## src/rtl/seg7_pkg.sv

```systemverilog
// Shared types and the hex-to-segment decode for the 7-segment scan controller.
package seg7_pkg;

  typedef logic [6:0] seg_t;

  typedef struct packed {
    logic       dp;
    logic [3:0] val;
  } digit_t;

  // Active-high "all segments dark"; polarity is applied at the output stage.
  localparam seg_t SEG_OFF = 7'h00;

  function automatic seg_t hex2seg(input logic [3:0] val);
    seg_t s;
    case (val)
      4'h0:    s = 7'h3F;
      4'h1:    s = 7'h06;
      4'h2:    s = 7'h5B;
      4'h3:    s = 7'h4F;
      4'h4:    s = 7'h66;
      4'h5:    s = 7'h6D;
      4'h6:    s = 7'h7D;
      4'h7:    s = 7'h07;
      4'h8:    s = 7'h7F;
      4'h9:    s = 7'h6F;
      4'hA:    s = 7'h77;
      4'hB:    s = 7'h7C;
      4'hC:    s = 7'h39;
      4'hD:    s = 7'h5E;
      4'hE:    s = 7'h79;
      4'hF:    s = 7'h71;
      default: s = SEG_OFF;
    endcase
    return s;
  endfunction

endpackage

```

## src/rtl/seg7_lz_mask.sv

```systemverilog
// Leading-zero blank mask: digit i>0 is blanked when it and every digit above it are zero.
module seg7_lz_mask #(
  parameter int N_DIGITS = 8
) (
  input  logic                    blank_lz_i,
  input  logic [4*N_DIGITS-1:4]   vals_i,
  output logic [N_DIGITS-1:0]     blank_o
);

  logic zero_above_s;

  // Walk from the most significant digit down; digit 0 is never blanked.
  always_comb begin
    blank_o      = '0;
    zero_above_s = 1'b1;
    for (int i = N_DIGITS - 1; i > 0; i--) begin
      zero_above_s = zero_above_s & (vals_i[4*i +: 4] == 4'h0);
      blank_o[i]   = blank_lz_i & zero_above_s;
    end
  end

endmodule

```

## src/rtl/seg7_scan_ctrl.sv

```systemverilog
// Time-multiplexed 7-segment controller: digit register file, scan divider,
// registered one-hot anode / segment / dp outputs with selectable pin polarity.
module seg7_scan_ctrl
  import seg7_pkg::*;
#(
  parameter int N_DIGITS   = 8,
  parameter int SCAN_DIV   = 1000,
  parameter int ACTIVE_LOW = 1
) (
  input  logic                        clock,
  input  logic                        reset,
  input  logic                        enable,
  input  logic                        blank_lz,
  input  logic                        wr_en,
  input  logic [$clog2(N_DIGITS)-1:0] wr_pos,
  input  logic [3:0]                  wr_dig,
  input  logic                        wr_dp,
  output logic [6:0]                  seg,
  output logic                        dp,
  output logic [N_DIGITS-1:0]         an,
  output logic [$clog2(N_DIGITS)-1:0] scan_pos
);

  localparam int            PW       = $clog2(N_DIGITS);
  localparam int            DW       = $clog2(SCAN_DIV);
  localparam logic [DW-1:0] DIV_LAST = DW'(SCAN_DIV - 1);
  localparam logic [PW-1:0] POS_LAST = PW'(N_DIGITS - 1);
  localparam logic          INV      = (ACTIVE_LOW != 0);

  digit_t                digits_q [N_DIGITS];
  logic [DW-1:0]         div_q, div_d;
  logic [PW-1:0]         scan_pos_q, scan_pos_d;
  logic [N_DIGITS-1:0]   an_q, an_d;
  seg_t                  seg_q, seg_d;
  logic                  dp_q, dp_d;

  logic                  wr_ok_s;
  logic [4*N_DIGITS-1:4] vals_s;
  logic [N_DIGITS-1:0]   blank_s;
  digit_t                lit_s;
  logic [N_DIGITS-1:0]   an_raw_s;
  seg_t                  seg_raw_s;
  logic                  dp_raw_s;

  // A power-of-two digit count makes every encodable position valid.
  generate
    if ((1 << PW) == N_DIGITS) begin : g_wr_full
      assign wr_ok_s = 1'b1;
    end else begin : g_wr_range
      assign wr_ok_s = (wr_pos <= POS_LAST);
    end
  endgenerate

  // Digit register file; writes land regardless of enable.
  always_ff @(posedge clock) begin
    if (reset) begin
      for (int i = 0; i < N_DIGITS; i++) begin
        digits_q[i] <= '0;
      end
    end else if (wr_en && wr_ok_s) begin
      digits_q[wr_pos] <= '{dp: wr_dp, val: wr_dig};
    end
  end

  // Upper digit values feed the leading-zero mask.
  always_comb begin
    vals_s = '0;
    for (int i = 1; i < N_DIGITS; i++) begin
      vals_s[4*i +: 4] = digits_q[i].val;
    end
  end

  seg7_lz_mask #(
    .N_DIGITS (N_DIGITS)
  ) u_lz_mask (
    .blank_lz_i (blank_lz),
    .vals_i     (vals_s),
    .blank_o    (blank_s)
  );

  // Divider and scan position advance only while enabled.
  always_comb begin
    div_d      = div_q;
    scan_pos_d = scan_pos_q;
    if (enable) begin
      if (div_q == DIV_LAST) begin
        div_d      = '0;
        scan_pos_d = (scan_pos_q == POS_LAST) ? '0 : scan_pos_q + PW'(1);
      end else begin
        div_d      = div_q + DW'(1);
      end
    end else begin
      div_d      = div_q;
      scan_pos_d = scan_pos_q;
    end
  end

  // Next output values built active-high, then polarity-adjusted.
  always_comb begin
    lit_s     = digits_q[scan_pos_q];
    an_raw_s  = '0;
    seg_raw_s = SEG_OFF;
    dp_raw_s  = 1'b0;
    if (enable) begin
      an_raw_s[scan_pos_q] = 1'b1;
      if (blank_s[scan_pos_q]) begin
        seg_raw_s = SEG_OFF;
      end else begin
        seg_raw_s = hex2seg(lit_s.val);
      end
      dp_raw_s = lit_s.dp;
    end else begin
      an_raw_s  = '0;
      seg_raw_s = SEG_OFF;
      dp_raw_s  = 1'b0;
    end
    an_d  = an_raw_s ^ {N_DIGITS{INV}};
    seg_d = seg_raw_s ^ {7{INV}};
    dp_d  = dp_raw_s ^ INV;
  end

  // Scan state and output registers; reset forces every pin to its dark level.
  always_ff @(posedge clock) begin
    if (reset) begin
      div_q      <= '0;
      scan_pos_q <= '0;
      an_q       <= {N_DIGITS{INV}};
      seg_q      <= {7{INV}};
      dp_q       <= INV;
    end else begin
      div_q      <= div_d;
      scan_pos_q <= scan_pos_d;
      an_q       <= an_d;
      seg_q      <= seg_d;
      dp_q       <= dp_d;
    end
  end

  assign an       = an_q;
  assign seg      = seg_q;
  assign dp       = dp_q;
  assign scan_pos = scan_pos_q;

endmodule

```

## config.mk

```make
export PLATFORM = sky130hd
export DESIGN_NAME = seg7_scan_ctrl
export DESIGN_NICKNAME = d
export VERILOG_FILES = /design/src/rtl/seg7_pkg.sv /design/src/rtl/seg7_lz_mask.sv /design/src/rtl/seg7_scan_ctrl.sv
export SDC_FILE = /design/constraint.sdc
export NUM_CORES = 1
export LEC_CHECK = 0
export BUFFER_PORTS_ARGS = -buffer_cell sky130_fd_sc_hd__buf_2
export CORE_ASPECT_RATIO = 0.6
export CORE_MARGIN = 10
export CORE_UTILIZATION = 25
export DETAILED_ROUTE_END_ITERATION = 7
export PLACE_DENSITY_LB_ADDON = 0.05
export SETUP_SLACK_MARGIN = 0.15
export SYNTH_ARGS = -nofsm -noshare
export SYNTH_HDL_FRONTEND = slang
export SYNTH_SLANG_ARGS = --single-unit
```

## constraint.sdc

```tcl
create_clock -name clock -period 2.27 [get_ports clock]
set_input_delay 0.227 -clock clock [delete_from_list [all_inputs] [get_ports clock]]
set_output_delay 0.227 -clock clock [all_outputs]
set_load 0.02 [all_outputs]
```

# --- Yosys cells after proc, flatten, opt, wreduce, memory -nomap -nowiden ---
# Memories as Yosys holds them, arrays and structs flattened. A register that Yosys moved wholly into a read port is not among the register bits.
# Index checks and enable logic that the tools add are counted.
word_totals:
  reg_bits: 29
  mem_count: 2
  ramBits: 40
  out_inout_bits: 19
  word_cells: 59
  mem_bits_ro: 112
op_classes:
  n_reduce_logical: 10
  n_mux: 20
  n_bitwise: 16
  addsub: 2
  n_lt_le_gt_ge: 2
  n_eq_ne: 2
memory_table:
  columns: ["name", "depth", "word_bits", "rd", "rd_clocked_by_memory_dff", "wr", "line", "text"]
  rows:
  - ["(name not given)", 16, 7, 1, 0, 0, "seg7_pkg.sv:16", "case (val)"]
  - ["digits_q", 8, 5, 8, 1, 8, "seg7_scan_ctrl.sv:30", "digit_t digits_q [N_DIGITS];"]
op_table:
  columns: ["op", "n"]
  rows:
  - ["4-bit zero test", 7]
  - ["7-bit two-way mux", 2]
  - ["1-bit bitwise AND", 13]
  - ["3-bit two-way mux", 4]
  - ["10-bit by 1-bit adder with 10-bit output (second input constant)", 1]
  - ["10-bit == test (second input constant)", 1]
  - ["10-bit two-way mux", 1]
  - ["1-bit two-way mux", 9]
  - ["8-bit two-way mux", 1]
  - ["8-bit NOT", 1]
  - ["7-bit NOT", 1]
  - ["5-bit two-way mux", 1]
  - ["5-bit OR reduction", 1]
  - ["3-bit by 4-bit less-than comparator with 1-bit output (second input constant)", 1]
  - ["3-bit by 1-bit adder with 3-bit output (second input constant)", 1]
  - ["1-bit binary-select mux with 3-bit select", 1]
  - ["1-bit demux with 3-bit select", 1]
  - ["3-bit == test (second input constant)", 1]
  - ["3-bit by 1-bit greater-or-equal comparator with 1-bit output (second input constant)", 1]
  - ["2-bit AND reduction", 1]
  - ["1-bit logical AND", 1]
  - ["1-bit NOT", 1]

# --- Depth between registers and ports, before layout ---
# Gate-level depths: netlist of run 1.
# An unclocked memory read counts as a cell.
logic_depth:
  ltp_word: 14
  ltp_mapped: 9
  depth_no_buf: 8

# --- Hierarchy ---
# A second synthesis of run 1 with hierarchy kept.
unflattened:
  hier_cells: 285
  hier_area_um2: 3438.3
modules_own_cells:
  columns: ["mod", "instances", "cells_each", "area_each_um2"]
  rows:
  - ["seg7_scan_ctrl", 1, 266, 3285.7]
  - ["seg7_lz_mask", 1, 19, 152.6]

# --- Worst setup path before layout of run 1 ---
# OpenSTA, ideal clock, no wires.
synth_timing:
  kind: "flip-flop to flip-flop"
  start: "register (tool-made name)"
  end: "register seg_q[5] (netlist: seg[5])"
  path_slack_ns: 0.228
  required_time_ns: 2.188
  stages_incl_launch_ff: 10
  setup_time_ns: 0.082
  arrival_ns: 1.960
  synth_period_minus_slack_ns: 2.042
  path_buffers: 1
  cell_sequence: "dfxtp_1 > buf_2 > mux4_2 > mux2_2 > inv_1 > ha_1 > inv_1 > nor2_1 > a21oi_1 > o221ai_1"
synth_rtl:
  columns: ["element", "line", "text"]
  rows:
  - ["to (signal assigned)", "seg7_scan_ctrl.sv:128", "seg_q <= {7{INV}};"]
  - ["to (signal assigned)", "seg7_scan_ctrl.sv:134", "seg_q <= seg_d;"]
  - ["to (decl)", "seg7_scan_ctrl.sv:34", "seg_t seg_q, seg_d;"]

==> results.md, run 1 <==
* Clock-pin slew on the worst setup and hold paths at approximately 0.06 ns
* # Post-CTS Setup Buffers at 0
* Die area at roughly 0.018 mm^2
* Die width at about 170 um
* Lkg Pwr at about 1.5 nW
* CTS H-tree lvls at 3
* Area post-placement at ~0.0037 mm^2
* R2R depth at 8
* Ant diodes at 0
* Grt total ovfl at 0
* CP Launch Type: flip-flop
* Share of the synthesized area in the top cell type at 0.369
* #FFs+latches synth at a little over 70
* Pins Over Slew Limit at 0
* Final min period at 2.01 ns
* Die span in y at between 100 and 150 um
* DR vias at about 2100
* Area taken by multi-input logic gates at between 0.001 and 0.0015 mm^2
* Async set or reset register ratio after synthesis at 0
* Initial antenna violation count at 0
* IO Pins at 32
* Worst Skew at between 0.006 and 0.007 ns
* CTS Hold Bufs at 0
* Clock network latency to the later pin of the worst-skew pair at 0.33 ns
* Number of global-route vias before repair at 2072
* Register Area at between 0.0015 and 0.002 mm^2
* Starting DRT DRC Count at roughly 140
* Hold Path End: div_q[0]$_SDFFE_PP0P_
* Final Power at around 3.1 mW
* Outcome: complete, no violations
* Max-cap violations at 0
* Share of cells above drive strength 1 at 0.278
* R2r setup slk at between 0.2 and 0.3 ns
* Post-route clock period utilization at 0.884
* Core ar. at roughly 0.013 mm^2
* Pin slew with the least headroom to its limit at 0.625 ns
* Initial Util at 0.254
* TritonCTS clock tree: built
* Top_reg_cell synth: edfxtp_1
* RSZ-0062 raised after global routing: no
* Critical Path RT at 2.51 ns
* I/O Buffers at 31
* Via/cell ratio at 4.32
* Fin Setup TNS at 0 ns
* Row Count at 32
* Avg WL per Cell at approximately 17 um
* Yosys warns at 0
* Clock Path Buffers at 2
* Drt total wl at 8210 um
* Final Hold Fails at 0
* CP Class: flip-flop to flip-flop
* DRC Markers at 0
* Synthesis-to-finish area growth at 22.6%
* Largest fanout on the critical path at 6
* Fin area at 0.00400 mm^2
* Largest net degree at the start of global routing at 13
* CTS buffer count at 9
* Clk sink count at between 70 and 80
* First-pass GRT wire length at around 13000 um
* Pre-antenna DRT Iters at 7
* Hold path start: enable
* Pwr/cell area at around 780 mW/mm^2
* CP Capture Type: flip-flop
* Synth Net Count at 289
* Largest cells by area after synthesis: edfxtp_1 37%, dfxtp_1 20%, and2_1 7.9%, mux4_2 6.9%, ha_1 3.5%
* Hold WC Path Type: primary input to flip-flop
* Mean Syn Cell Area at approximately 12 um^2
* Max Freq at between 400 and 500 MHz
* Fin nets at between 300 and 400
* Final setup vio count at 0
* Most common cell after layout, fill and taps aside: and2_1
* Reg-to-Reg Start: digits_q[2][1]$_SDFFCE_PN0P_
* DP HPWL at ~6400 um
* Max transition margin at 0.581
* Antenna viol nets, final at 0
* R2R Path End: seg[4]$_SDFF_PP1_
* Post-synth top area cell: edfxtp_1
* Synth Instances at 267
* Hold path depth at 3
* All-Layer GR Usage at 0.0929
* GP Congestion at roughly 0.76
* Peak supply drop at slightly below 400 uV
* Commonest non-fill, non-tap cells in the layout: 41 x and2_1, 40 x edfxtp_1, 31 x buf_2
* Seq/Total Area, Yosys at 0.565
* Cell variety after synth at 40
* Data arrival time of the critical path at 2.25 ns
* Fillers at around 1300
* Number of synthesized flops with an enable pin at 40
* Root buf cell: clkbuf_16
* Mapped cell area at between 0.003 and 0.004 mm^2
where the power goes:
| group | internal [mW] | total (mW) | switching (mW) |
|---|---|---|---|
| clock network | 0.919 | 1.47 | 0.552 |
| logic | 0.0797 | 0.195 | 0.116 |
| registers | 1.43 | 1.47 | 0.0351 |
cell usage after synthesis (2+ instances only):
cell and instances:
o211ai_1 2, dfxtp_1 32, o21ai_0 2, buf_6 3, nor2_1 26, inv_1 5, xnor2_1 3, o221ai_1 4
mux4_2 10, nand3_1 6, or2_2 10, nor3_1 3, nand2_1 13, xor2_1 6, clkbuf_1 3, ha_1 9
o21ai_1 2, a21oi_1 7, inv_2 2, a31oi_1 2, nand2b_1 6, and2_1 41, edfxtp_1 40, nand4_1 2
nor4_1 6, and4_1 2, mux2i_1 7
routing by layer:
layer,part of all wire,global-route usage
met5,0,0
met4,0.015,0.0384
met3,0.063,0.0337
met2,0.36,0.113
met1,0.56,0.139
per-stage QoR:
step                      hold WS (ns)  utilization  cells  worst slack [ns]
after CTS                        0.221        0.311    490             0.189
after global placement           0.496        0.287    474             0.186
after detailed placement         0.508        0.287    474             0.154
after global routing             0.259        0.312    490             0.152
final                            0.225        0.312    490             0.263
after floorplan                  0.364            -    267             0.228
critical path: stages, from the launching register on:
cell and delay (ns):
edfxtp_1 0.41, mux4_2 0.46, mux2_4 0.32, inv_1 0.11, ha_2 0.21, inv_1 0.04, nor2_1 0.13, a21oi_1 0.06
o221ai_1 0.17
cell families after synthesis:
kind of cell             synth area share
AO/OA/AOI/OAI                      0.0449
XOR/XNOR                           0.0242
adder cells (fa/ha/maj)            0.0345
buffers and inverters              0.0257
flip-flops                          0.565
multiplexers                        0.106
AND/OR/NAND/NOR                     0.200
area by class of cell:
| cell class | instances | area share |
|---|---|---|
| Multi-Input combinational cell | 180 | 0.335 |
| Inverter | 7 | 0.00658 |
| Clock buffer | 12 | 0.0645 |
| Timing Repair Buffer | 45 | 0.0651 |
| Tap cell | 170 | 0.0532 |
| Clock inverter | 4 | 0.0128 |
| Sequential cell | 72 | 0.462 |
worst max path at each step:
stage               cells past startpoint                    startpoint  slack, ns                 to
floorplan                               9                     flip-flop       0.23  seg[5]$_SDFF_PP1_
global placement                        5                     flip-flop       0.19  seg[6]$_SDFF_PP1_
detailed placement                      7                     flip-flop       0.15  seg[4]$_SDFF_PP1_
CTS                                     8  digits_q[3][1]$_SDFFCE_PN0P_       0.19  seg[4]$_SDFF_PP1_
global route                            8  digits_q[2][1]$_SDFFCE_PN0P_       0.15  seg[4]$_SDFF_PP1_
finish                                  8  digits_q[2][1]$_SDFFCE_PN0P_       0.26  seg[4]$_SDFF_PP1_
timing repair:
item                       CTS  global route
pin swaps                    0             0
setup endpoints to repair    1             2
resized for setup            2             3
flip-flops by register name, summed over array words and instances (netlist names), named ones only:
register and flops:
dp 1, an 8, scan_pos 3, div_q 10
seg 7, digits_q 40
(Power assumes the default switching activity.)
==> inputs of run 2 (changes only) <==
- ABC_AREA: default -> 1
==> run 2 against run 1 <==
Effect of this change:
- synthesized cell count is 57% higher
- area after synthesis grew 6.4%
- sequential share of layout area decreased by 1.5 points
- setup slack better by 0.19 ns
- die area rose by 5.4%
- non-clock buffer count shrank 11
- core utilization is 0.94 points lower
- via count rose by 29%
- fmax up 10%
- clock skew increased by 0.0017 ns
- critical path depth rose by 3
- first-iteration DRC count shrank 25%
==> results.md, run 2 <==
* Synth Net Count at 440
* Grt total ovfl at 0
* CP Class: flip-flop to flip-flop
* Flop pwr share at 0.473
* Hold Path End: div_q[4]$_SDFFE_PP0P_
* DRC Markers at 0
* Clk network pwr share at 0.456
* Final setup vio count at 0
* Largest fanout on the critical path at 20
* RSZ-0062 raised after global routing: no
* Final min period at 1.82 ns
* Data arrival time of the critical path at about 2 ns
* Pre-antenna DRT Iters at 5
* Post-synth top area cell: edfxtp_1
* Pwr/cell area at around 750 mW/mm^2
* #FFs+latches synth at between 70 and 80
* Cell variety after synth at 33
* R2R Path End: seg[5]$_SDFF_PP1_
* Die span in y at ~110 um
* Max Freq at about 550 MHz
* DR vias at around 2700
* TritonCTS clock tree: built
* Pins Over Slew Limit at 0
* Commonest non-fill, non-tap cells in the layout: 108 x nand2_1, 77 x nor2_1, 48 x inv_1
* Core ar. at approximately 0.014 mm^2
* Starting DRT DRC Count at approximately 110
* Seq/Total Area, Yosys at 0.531
* Synth cell count leaders: 108 x nand2_1, 77 x nor2_1, 48 x inv_1
* CTS buffer count at 9
* Final Hold Fails at 0
* Fin nets at 478
* Post-route clock period utilization at 0.802
* Max reg flops at 40
* Clk sink count at 72
* CTS H-tree lvls at 3
* All-Layer GR Usage at 0.105
* Synthesis-to-finish area growth at 18.8%
* Most common cell after layout, fill and taps aside: nand2_1
* Max transition margin at 0.723
* Number of synthesized flops with an enable pin at 40
* Fillers at 1473
* Hold path start: reset
* Top_reg_cell synth: edfxtp_1
* First-pass GRT wire length at 15100 um
* Peak supply drop at between 200 and 300 uV
* Fin Setup TNS at 0 ns
* Antenna viol nets, final at 0
* Register Area at ~0.0018 mm^2
* Worst Skew at 0.00816 ns
* Largest net degree at the start of global routing at 21
* Max-cap violations at 0
* Most numerous cell in the Yosys netlist: nand2_1
* Most flop-heavy register: digits_q
* CP Launch Type: flip-flop
* Pin slew with the least headroom to its limit at 0.413 ns
* Number of global-route vias before repair at 2641
* DP HPWL at 7410 um
* Critical Path RT at between 2 and 2.5 ns
* Initial antenna violation count at 0
* Fin area at around 0.004 mm^2
* CP Capture Type: flip-flop
* Share of cells above drive strength 1 at 0.163
* Die area at 0.0191 mm^2
* Row Count at 33
* I/O Buffers at 31
* Area post-placement at approximately 0.0038 mm^2
* IO Pins at 32
* Mean Syn Cell Area at approximately 8.3 um^2
* Via/cell ratio at 4.28
* Root buf cell: clkbuf_16
* Hold WC Path Type: primary input to flip-flop
* Yosys warns at 0
* Mapped cell area at around 0.0035 mm^2
* Drt total wl at roughly 9700 um
* Net Sw Frac at 0.246
* Largest cells by area after synthesis: edfxtp_1 35%, dfxtp_1 18%, nand2_1 12%, nor2_1 8.3%, nand3_1 6.1%
* Clock Path Buffers at 2
* CTS Hold Bufs at 0
* Share of the synthesized area in the top cell type at 0.346
* # Post-CTS Setup Buffers at 0
* Sw Pwr at around 0.76 mW
* Ant diodes at 0
* R2r setup slk at between 0.4 and 0.5 ns
* R2R depth at 11
* Async set or reset register ratio after synthesis at 0
* Clock network latency to the later pin of the worst-skew pair at roughly 0.34 ns
* Combinational power share at 0.071
* Avg WL per Cell at 15.2 um
* Power Internal at roughly 2.3 mW
* Area taken by multi-input logic gates at ~0.0014 mm^2
* GP Congestion at roughly 0.80
* Clock-pin slew on the worst setup and hold paths at 0.06 ns
* Initial Util at 0.254
* Lkg Pwr at 1.81 nW
* Outcome: complete, no violations
* Die width at roughly 170 um
* Hold path depth at 2
* Synth Instances at 418
run 2: power by group through the flow:
stage                     registers (mW)  clock network (mW)  logic (mW)
final                               1.47                1.41       0.222
after global routing                1.47                1.52       0.253
after CTS                           1.47                1.46       0.224
after detailed placement            1.50                   0       0.223
after global placement              1.50                   0       0.228
after floorplan                     1.49                   0       0.133
run 2: what timing repair did:
item / 4_1_cts / 5_1_grt
setup endpoints to repair: 0 / 3
endpoints found under the hold margin: 0 / 0
gates resized for setup: 0 / 1
run 2: worst max-delay path by stage:
stage              start                end  slack (ns)  cells after the start
2_1_floorplan  flip-flop  seg[5]$_SDFF_PP1_        0.74                     11
3_3_place_gp   flip-flop  seg[5]$_SDFF_PP1_        0.45                     10
3_5_place_dp   flip-flop  seg[5]$_SDFF_PP1_        0.35                     10
4_1_cts        flip-flop  seg[5]$_SDFF_PP1_        0.32                     10
5_1_grt        flip-flop  seg[5]$_SDFF_PP1_        0.21                     11
6_report       flip-flop  seg[5]$_SDFF_PP1_        0.45                     11
run 2: through the flow:
step | power [mW] | setup WS, ns | cells | util | hold WS (ns)
final | 3.10 | 0.449 | 636 | 0.302 | 0.205
after global routing | 3.24 | 0.210 | 636 | 0.302 | 0.228
after CTS | 3.15 | 0.317 | 636 | 0.302 | 0.203
after detailed placement | 1.72 | 0.355 | 620 | 0.280 | 0.517
after global placement | 1.73 | 0.451 | 620 | 0.280 | 0.508
after floorplan | 1.62 | 0.742 | 418 | - | 0.299
run 2: layer usage:
layer	GRT usage	up-vias	part of all wire
met1	0.166	1240	0.59
met5	0	-	0
li1	-	1410	-
met2	0.122	62	0.34
met4	0.0292	0	0.010
met3	0.0370	9	0.056
run 2: layout make-up:
cell class,instances,area share
flip-flops and latches,72,0.447
multi-input cells,284,0.334
well taps,175,0.0531
clock buffers,11,0.0641
repair buffers,34,0.0431
clock inverters,5,0.00850
inverters,55,0.0501
run 2: critical path, stage by stage, from the launching register on:
cell	delay, ns
dfxtp_1	0.34
buf_4	0.23
nand2_1	0.08
nand3_1	0.10
nand3_1	0.08
nand2_1	0.20
inv_1	0.12
ha_1	0.21
nand3_1	0.12
nand2_1	0.07
nand2_1	0.05
nand3_1	0.07
run 2: cells by family (layout without fill, tap and decap cells):
kind of cell               count (synthesis)  after routing  synth area share
buffers and inverters                     62            105            0.0722
and+or+nand+nor                          254            254             0.324
DFF                                       72             72             0.531
xor gates and xnor gates                   3              3           0.00758
adders and majority gates                  9              9            0.0325
AOI/OAI and AO/OA                         18             18            0.0321
